**src/rtl/load_unit.sv**
```systemverilog
//==============================================================================
// Module  : load_unit
// Brief   : Load unit that decodes the region, waits on DMEM/BIOS/MMIO and
//           returns an aligned, extended result. LOAD_MISALIGN_TRAP_EN makes
//           misaligned LH/LHU/LW loads return an error.
// Revision: 1.0 - initial release
//==============================================================================
`default_nettype none

module load_unit #(
    parameter int unsigned MMIO_TIMEOUT = 255
) (
    input  logic        clk,
    input  logic        rst_n,
    input  logic        req_valid,
    output logic        req_ready,
    input  logic [31:0] addr,
    input  logic [2:0]  funct3,
    input  logic [31:0] dmem_dout,
    input  logic [31:0] bios_dout,
    input  logic [31:0] mmio_rdata,
    input  logic        mmio_rvalid,
    output logic        mmio_re,
    output logic        rsp_valid,
    output logic [31:0] rsp_data,
    output logic        rsp_err
);

    localparam logic [1:0] c_ST_IDLE = 2'd0;
    localparam logic [1:0] c_ST_MEM  = 2'd1;
    localparam logic [1:0] c_ST_MMIO = 2'd2;
    localparam logic [1:0] c_ST_RESP = 2'd3;

    localparam int c_CNT_W = (MMIO_TIMEOUT < 2) ? 1 : $clog2(MMIO_TIMEOUT + 1);
    localparam logic [c_CNT_W-1:0] c_TIMEOUT = c_CNT_W'(MMIO_TIMEOUT);
    localparam logic [c_CNT_W-1:0] c_CNT_ONE = c_CNT_W'(1);

    logic [1:0]         r_state;
    logic               r_req_ready;
    logic               r_mmio_re;
    logic               r_rsp_valid;
    logic [31:0]        r_rsp_data;
    logic               r_rsp_err;
    logic [c_CNT_W-1:0] r_cnt;
    logic [2:0]         r_funct3;
    logic [1:0]         r_off;
    logic               r_src_bios;

    logic w_is_mmio;
    logic w_is_bios;
    logic w_mapped;
    logic w_f3_ok;
    logic w_misalign;
    logic w_req_err;
    logic w_unused;

    assign w_is_mmio = addr[31];
    assign w_is_bios = !addr[31] && addr[30];
    assign w_mapped  = addr[31] || addr[30] || addr[28];

    always_comb begin
        w_f3_ok = 1'b0;
        case (funct3)
            3'b000, 3'b001, 3'b010, 3'b100, 3'b101: w_f3_ok = 1'b1;
            default:                                w_f3_ok = 1'b0;
        endcase
    end

`ifdef LOAD_MISALIGN_TRAP_EN
    // funct3[1:0]==01 covers both LH and LHU
    assign w_misalign = ((funct3[1:0] == 2'b01) && addr[0]) ||
                        ((funct3 == 3'b010) && (addr[1:0] != 2'b00));
`else
    assign w_misalign = 1'b0;
`endif

    assign w_req_err = !w_mapped || !w_f3_ok || w_misalign;
    assign w_unused  = ^{addr[29], addr[27:2]};

    function automatic logic [31:0] f_align(
        input logic [31:0] data,
        input logic [2:0]  f3,
        input logic [1:0]  off
    );
        logic [7:0]  b;
        logic [15:0] h;
        case (off)
            2'd0:    b = data[7:0];
            2'd1:    b = data[15:8];
            2'd2:    b = data[23:16];
            default: b = data[31:24];
        endcase
        h = off[1] ? data[31:16] : data[15:0];
        case (f3)
            3'b000:  return {{24{b[7]}}, b};
            3'b001:  return {{16{h[15]}}, h};
            3'b100:  return {24'd0, b};
            3'b101:  return {16'd0, h};
            default: return data;
        endcase
    endfunction

    always_ff @(posedge clk or negedge rst_n) begin
        if (!rst_n) begin
            r_state     <= c_ST_IDLE;
            r_req_ready <= 1'b1;
            r_mmio_re   <= 1'b0;
            r_rsp_valid <= 1'b0;
            r_rsp_data  <= 32'd0;
            r_rsp_err   <= 1'b0;
            r_cnt       <= '0;
            r_funct3    <= 3'd0;
            r_off       <= 2'd0;
            r_src_bios  <= 1'b0;
        end else begin
            r_mmio_re   <= 1'b0;
            r_rsp_valid <= 1'b0;
            case (r_state)
                c_ST_IDLE: begin
                    if (req_valid) begin
                        r_funct3    <= funct3;
                        r_off       <= addr[1:0];
                        r_src_bios  <= w_is_bios;
                        r_req_ready <= 1'b0;
                        if (w_req_err) begin
                            r_state     <= c_ST_RESP;
                            r_rsp_valid <= 1'b1;
                            r_rsp_err   <= 1'b1;
                            r_rsp_data  <= 32'd0;
                        end else if (w_is_mmio) begin
                            r_state   <= c_ST_MMIO;
                            r_mmio_re <= 1'b1;
                            r_cnt     <= c_CNT_ONE;
                        end else begin
                            r_state <= c_ST_MEM;
                        end
                    end
                end
                c_ST_MEM: begin
                    r_rsp_data  <= f_align(r_src_bios ? bios_dout : dmem_dout, r_funct3, r_off);
                    r_rsp_err   <= 1'b0;
                    r_rsp_valid <= 1'b1;
                    r_state     <= c_ST_RESP;
                end
                c_ST_MMIO: begin
                    // Data arriving on the timeout cycle still wins
                    if (mmio_rvalid) begin
                        r_rsp_data  <= f_align(mmio_rdata, r_funct3, r_off);
                        r_rsp_err   <= 1'b0;
                        r_rsp_valid <= 1'b1;
                        r_state     <= c_ST_RESP;
                        r_cnt       <= '0;
                    end else if (r_cnt >= c_TIMEOUT) begin
                        r_rsp_data  <= 32'd0;
                        r_rsp_err   <= 1'b1;
                        r_rsp_valid <= 1'b1;
                        r_state     <= c_ST_RESP;
                        r_cnt       <= '0;
                    end else begin
                        r_cnt <= r_cnt + c_CNT_ONE;
                    end
                end
                c_ST_RESP: begin
                    r_state     <= c_ST_IDLE;
                    r_req_ready <= 1'b1;
                end
            endcase
        end
    end

    assign req_ready = r_req_ready;
    assign mmio_re   = r_mmio_re;
    assign rsp_valid = r_rsp_valid;
    assign rsp_data  = r_rsp_data;
    assign rsp_err   = r_rsp_err;

endmodule

`default_nettype wire

```
**config.mk**
```make
export PLATFORM = sky130hd
export DESIGN_NAME = load_unit
export DESIGN_NICKNAME = d
export VERILOG_FILES = /design/src/rtl/load_unit.sv
export SDC_FILE = /design/constraint.sdc
export NUM_CORES = 1
export LEC_CHECK = 0
export CORE_ASPECT_RATIO = 0.6
export CORE_MARGIN = 2
export CORE_UTILIZATION = 48
export CTS_BUF_LIST = sky130_fd_sc_hd__clkbuf_8
export DETAILED_ROUTE_END_ITERATION = 8
export GPL_ROUTABILITY_DRIVEN = 0
export PLACE_DENSITY = 0.89
export SLEW_MARGIN = 10
export SYNTH_ARGS = -nofsm -noshare
export SYNTH_HDL_FRONTEND = slang
export SYNTH_SLANG_ARGS = --single-unit
```
**constraint.sdc**
```tcl
create_clock -name clk -period 4.1 [get_ports clk]
set_clock_uncertainty 0.15 [all_clocks]
set_input_delay 0.82 -clock clk [delete_from_list [all_inputs] [get_ports clk]]
set_output_delay 0.82 -clock clk [all_outputs]
set_load 0.01 [all_outputs]
```
Word level (Yosys, flattened, before mapping)
Index checks and enable logic that the tools add are counted.
- equal/unequal tests: 17
- mux-type cells: 41
- reduce and logical (&&, ||, !) cells: 20
- add/subtract/negate cells: 1
- magnitude comparators: 1
- operators by type and width (kind ; count):
    $pmux W32 S4 ; 2
    $mux W32 ; 5
    $pmux W32 S3 ; 1
    $pmux W8 S3 ; 2
    $mux W8 ; 5
    $mux W16 ; 2
    $pmux W8 S2 ; 1
    $mux W1 ; 14
    $eq A3 B3 Y1 const B ; 4
    $mux W2 ; 5
    $add A8 B1 Y8 const B ; 1
    $ge A8 B8 Y1 const B ; 1
    $ne A2 B2 Y1 const B ; 4
    $pmux W2 S4 ; 1
    $reduce_and A4 Y1 ; 2
    $eq A2 B2 Y1 const B ; 3
    $eq A3 B1 Y1 const B ; 2
    $logic_not A3 Y1 ; 2
    $pmux W1 S3 ; 2
    $reduce_and A2 Y1 ; 3
    $reduce_or A5 Y1 ; 1
    $eq A2 B1 Y1 const B ; 2
    $logic_not A2 Y1 ; 2
    $reduce_bool A2 Y1 ; 2
    7 further kinds ; 11
- bits of input ports: 135
- logic and storage cells: 90
- output and inout bits: 36
- flip-flop bits (word level): 52

Longest topological paths before layout
- depth after elaboration: 8
- mapped depth: 10
- mapped depth without buffers: 7

Worst setup path after synthesis
No wires, ideal clock.
- path kind: input to register
- start point: input port addr[30]
- end point: register r_rsp_data[7] (netlist: rsp_data[7])
- buffers on the path: 2
- setup time: 0.082 ns
- required time: 3.868 ns
- arrival time: 2.180 ns
- setup slack: 1.688 ns
- cell stages on the path: 7
- cells stage by stage: or3_4 a21o_4 a211oi_4 buf_6 buf_4 a21oi_2 a31oi_1
- word-level cells in the longest chain between the ends: 6
- RTL lines (item ; line ; RTL):
    start, declared ; 17 ; input logic [31:0] addr,
    $logic_or A1 B1 Y1 (2 in a row) ; 59 ; assign w_mapped = addr[31] || addr[30] || addr[28];
    $logic_not A1 Y1 ; 77 ; assign w_req_err = !w_mapped || !w_f3_ok || w_misalign;
    $logic_or A1 B1 Y1 ; 77 ;
    $ne A2 B2 Y1 (no source line) ; - ;
    $reduce_and A4 Y1 (no source line) ; - ;
    end signal, assigned ; 140 ; r_rsp_data <= f_align(r_src_bios ? bios_dout : dmem_dout, r_funct3, r_off);
    end signal, assigned ; 148 ; r_rsp_data <= f_align(mmio_rdata, r_funct3, r_off);
    end, declared ; 42 ; logic [31:0] r_rsp_data;
No other way between the ends.
A chain may end at the register's enable or synchronous reset.

Worst setup path in the final report
- start point: register r_funct3[1]
- end point: register r_rsp_data[1] (netlist: rsp_data[1])
- word-level cells in the longest chain between the ends: 4
- elaborated cells between the ends (all ways): 8
- classes of those cells: eq/ne (3); mux (4); reduce/logical (1)
- RTL lines (item ; line ; RTL):
    start, declared ; 45 ; logic [2:0] r_funct3;
    start signal, assigned ; 121 ; r_funct3 <= funct3;
    $eq A3 B3 Y1 (tied with other cells) ; 94 ; case (f3)
    $pmux W32 S4 ; 94 ;
    $mux W32 ; 147 ; if (mmio_rvalid) begin
    $pmux W32 S3 * ; 118 ; case (r_state)
Mark *: on every way between the ends. The rest lies on a longest branch, timed or not.

==> reports/metrics.yaml <==
critical_path:
  crit_path_start_kind: "flip-flop"
  reg2reg_to: "rsp_data[1]$_DFFE_PN0P_"
  cp-end-kind: "flip-flop"
  cpLargestDelayFamily: "simple AND/OR/NAND/NOR gates"
  crit_required_ps: 4160
  rrSetupSlack_ps: 1120
  cp_max_fo: 19
  path_class: "reg -> reg"
  r2r-start: "r_funct3[1]$_DFFE_PN0P_"
  slowest_delay_ps: 980
  path_cells: "buf_4 > nor3b_1 > nand2_1 > o221a_2 > a22oi_1 > o21ai_0"
  critical_path_arrival_ps: 3040
  cp_slowest_cell: "nor3b_1"
  path_buf_inv: 1
  worst-r2r-cell-count: 6
  cp.depth: 6
synthesis:
  synth-edff-count: 0
  syn_inst: 431
  synthArstFlopShare: 1.000
  yosysTopAreaCellShare: 0.3217
  yosysMostFrequentCell: "nand2_1"
  synthFlopType: "dfrtp_1"
  synth_area_leaders: "dfrtp_1 (32%), mux2i_1 (8.1%), o21ai_0 (7.2%)"
  synth_largest_area_cell: "dfrtp_1"
  ys_warn_count: 0
  synthesis.nets: 572
  synth_cell_type_count: 58
  ys_seq_area_frac: 0.3283
  synth_common_cells: "nand2_1 (59), o21ai_0 (57), dfrtp_1 (51), mux2i_1 (32), nor2_1 (18)"
  ys_ff_latch: 52
  syn_avg_cell_area_um2: 9.205
  netlist_area_um2: 3968
power_and_ir_drop:
  p_switching_uw: 1735
  pwr-share-seq: 0.244
  powerDensity_nw_per_um2: 635.0
  clockPowerShare: 0.091
  sw_frac_of_total: 0.4934
  vdd_drop_max_uv: 390.9
  share_comb_of_total_power: 0.665
  power_leakage_uw: 0.002147
  p_int_uw: 1781
global_route:
  use_met2: 0.5025
  grt_pass1_vias: 4266
  grt_use_met3: 0.1189
  grt_max_degree: 39
  grt_busiest_layer: "met2"
  grtUsageTotal: 0.3221
  grt_first_pass_wirelength_um: 22100
  antenna_found_initial: 0
  use_met1: 0.4214
  overflow: 0
place:
  dp.cells: 663
  dpl.hpwl_um: 11330
  portBuffers: 143
clocking:
  clkTransAtPathRegs_ps: 110
  cts-resized-gates: 0
  cts_buffers: 5
  h-tree-depth: 2
  postCtsHoldBufs: 0
  clock-root-buffer: "clkbuf_8"
  cts_tree: "built"
  postCtsSetupBuffers: 0
  cts_sinks: 52
  insertion_delay_ps: 340
  clock_path_buffers: 2
timing:
  worst_pin_slew_ps: 1209
  layout_min_cycle_time_ps: 2978
  hold_violations: 0
  final.setup.tns_ps: 0
  final-setup-viol-count: 0
  relSlewSlack: 0.1923
  drv_slew: 0
  fmax_mhz: 335.8
  timing.final.crit_share: 0.7263
  fin_hold_ws_ps: 334.2
  rsz0062_at_grt: "false"
route:
  drtIter0Drc: 922
  totalWireLength_um: 14900
  post-route-drc-count: 0
  vias: 4423
  first_pass_iters: 7
  via_per_inst: 6.592
  antenna_left: 0
  wl_per_cell_um: 22.20
floorplan:
  die_w_um: 121.4
  rows: 25
  die_area_um2: 9033
  initial_core_util: 0.4994
  die-height_um: 74.43
  core-area_um2: 7945
  boundaryPins: 171
layout:
  diodes: 0
  stdcell_count: 671
  drive_above_1_share: 0.1048
  fillCellCount: 605
  syn_to_final_growth_pct: 39.55
  fin_nets: 703
run:
  max-cap-violations: 0
run_status:
  status: "finished clean"
worst_hold_path:
  hp-class: "in -> async"
## cells by family after synthesis
logic type               share of synthesized area
adder cells (fa/ha/maj)                    0.01892
AND/OR/NAND/NOR                             0.1422
buffers and inverters                      0.05204
flip-flops                                  0.3283
AO/OA/AOI/OAI                               0.3012
multiplexers                                0.1574
## through the flow
step / total power, uW / util / worst slack [ps] / cell area (um2)
2_1_floorplan: 2400 / - / 1688 / 3968
3_3_place_gp: 3000 / 0.6852 / 872.5 / 5444
3_5_place_dp: 3109 / 0.6852 / 846.5 / 5444
4_1_cts: 3436 / 0.6969 / 1155 / 5537
5_1_grt: 3688 / 0.6969 / 909.2 / 5537
6_report: 3516 / 0.6969 / 1122 / 5537
## power groups by stage
| stage | Combinational [uW] | Sequential, uW | Clock, uW |
|---|---|---|---|
| 6_report | 2340 | 858 | 321 |
| 5_1_grt | 2470 | 875 | 339 |
| 4_1_cts | 2270 | 846 | 320 |
| 3_5_place_dp | 2250 | 855 | 0 |
| 3_3_place_gp | 2160 | 841 | 0 |
| 2_1_floorplan | 1610 | 785 | 0 |
## final cells by class
cell class / instances / area, um2 / share of cell area
Multi-Input combinational cell: 339 / 2462 / 0.4447
Clock buffer: 5 / 68.82 / 0.01243
Tap cell: 108 / 135.1 / 0.02441
Timing Repair Buffer: 153 / 1501 / 0.2712
Inverter: 11 / 41.29 / 0.007458
Sequential cell: 52 / 1304 / 0.2355
Clock inverter: 3 / 23.77 / 0.004294
## routing by layer
layer	part of all wire	up-vias
li1	-	1914
met4	0.026	0
met5	0	-
met2	0.45	350
met3	0.14	62
met1	0.39	2097
## registers in the layout, summed over array words and instances (netlist names)
name,cells
rsp_data,32
r_cnt,8
r_funct3,3
r_off,2
r_state,2
mmio_re,1
r_src_bios,1
req_ready,1
rsp_err,1
rsp_valid,1
## layout by cell type, fill, tap and decap left out, types with 4 or more instances in the layout
| cell type | instances |
|---|---|
| a21oi_1 | 6 |
| clkdlybuf4s50_1 | 142 |
| nor2_1 | 18 |
| mux4_2 | 7 |
| inv_1 | 10 |
| dfrtp_1 | 50 |
| mux2_2 | 13 |
| o22ai_1 | 11 |
| o221a_2 | 6 |
| and3_1 | 4 |
| clkbuf_8 | 5 |
| a22oi_1 | 9 |
| buf_4 | 10 |
| nor2b_1 | 11 |
| a221oi_1 | 5 |
| ha_1 | 6 |
| o211ai_1 | 14 |
| nor3_1 | 5 |
| nand2_1 | 59 |
| o21ai_0 | 57 |
| a31oi_1 | 5 |
| mux2i_1 | 32 |
| a221o_1 | 16 |
| a211oi_1 | 7 |
| nand2b_1 | 5 |
## worst max-delay path by stage
stage                                          end  slack, ps                    start
after floorplan            rsp_data[7]$_DFFE_PN0P_       1690                 addr[30]
after global placement    rsp_data[18]$_DFFE_PN0P_        870                 addr[31]
after detailed placement  rsp_data[18]$_DFFE_PN0P_        850                 addr[31]
after CTS                 rsp_data[29]$_DFFE_PN0P_       1150                 addr[31]
after global routing       rsp_data[7]$_DFFE_PN0P_        910   r_state[0]$_DFFE_PN0P_
final                      rsp_data[1]$_DFFE_PN0P_       1120  r_funct3[1]$_DFFE_PN0P_
Note: power is estimated with default switching activity, not from simulation.
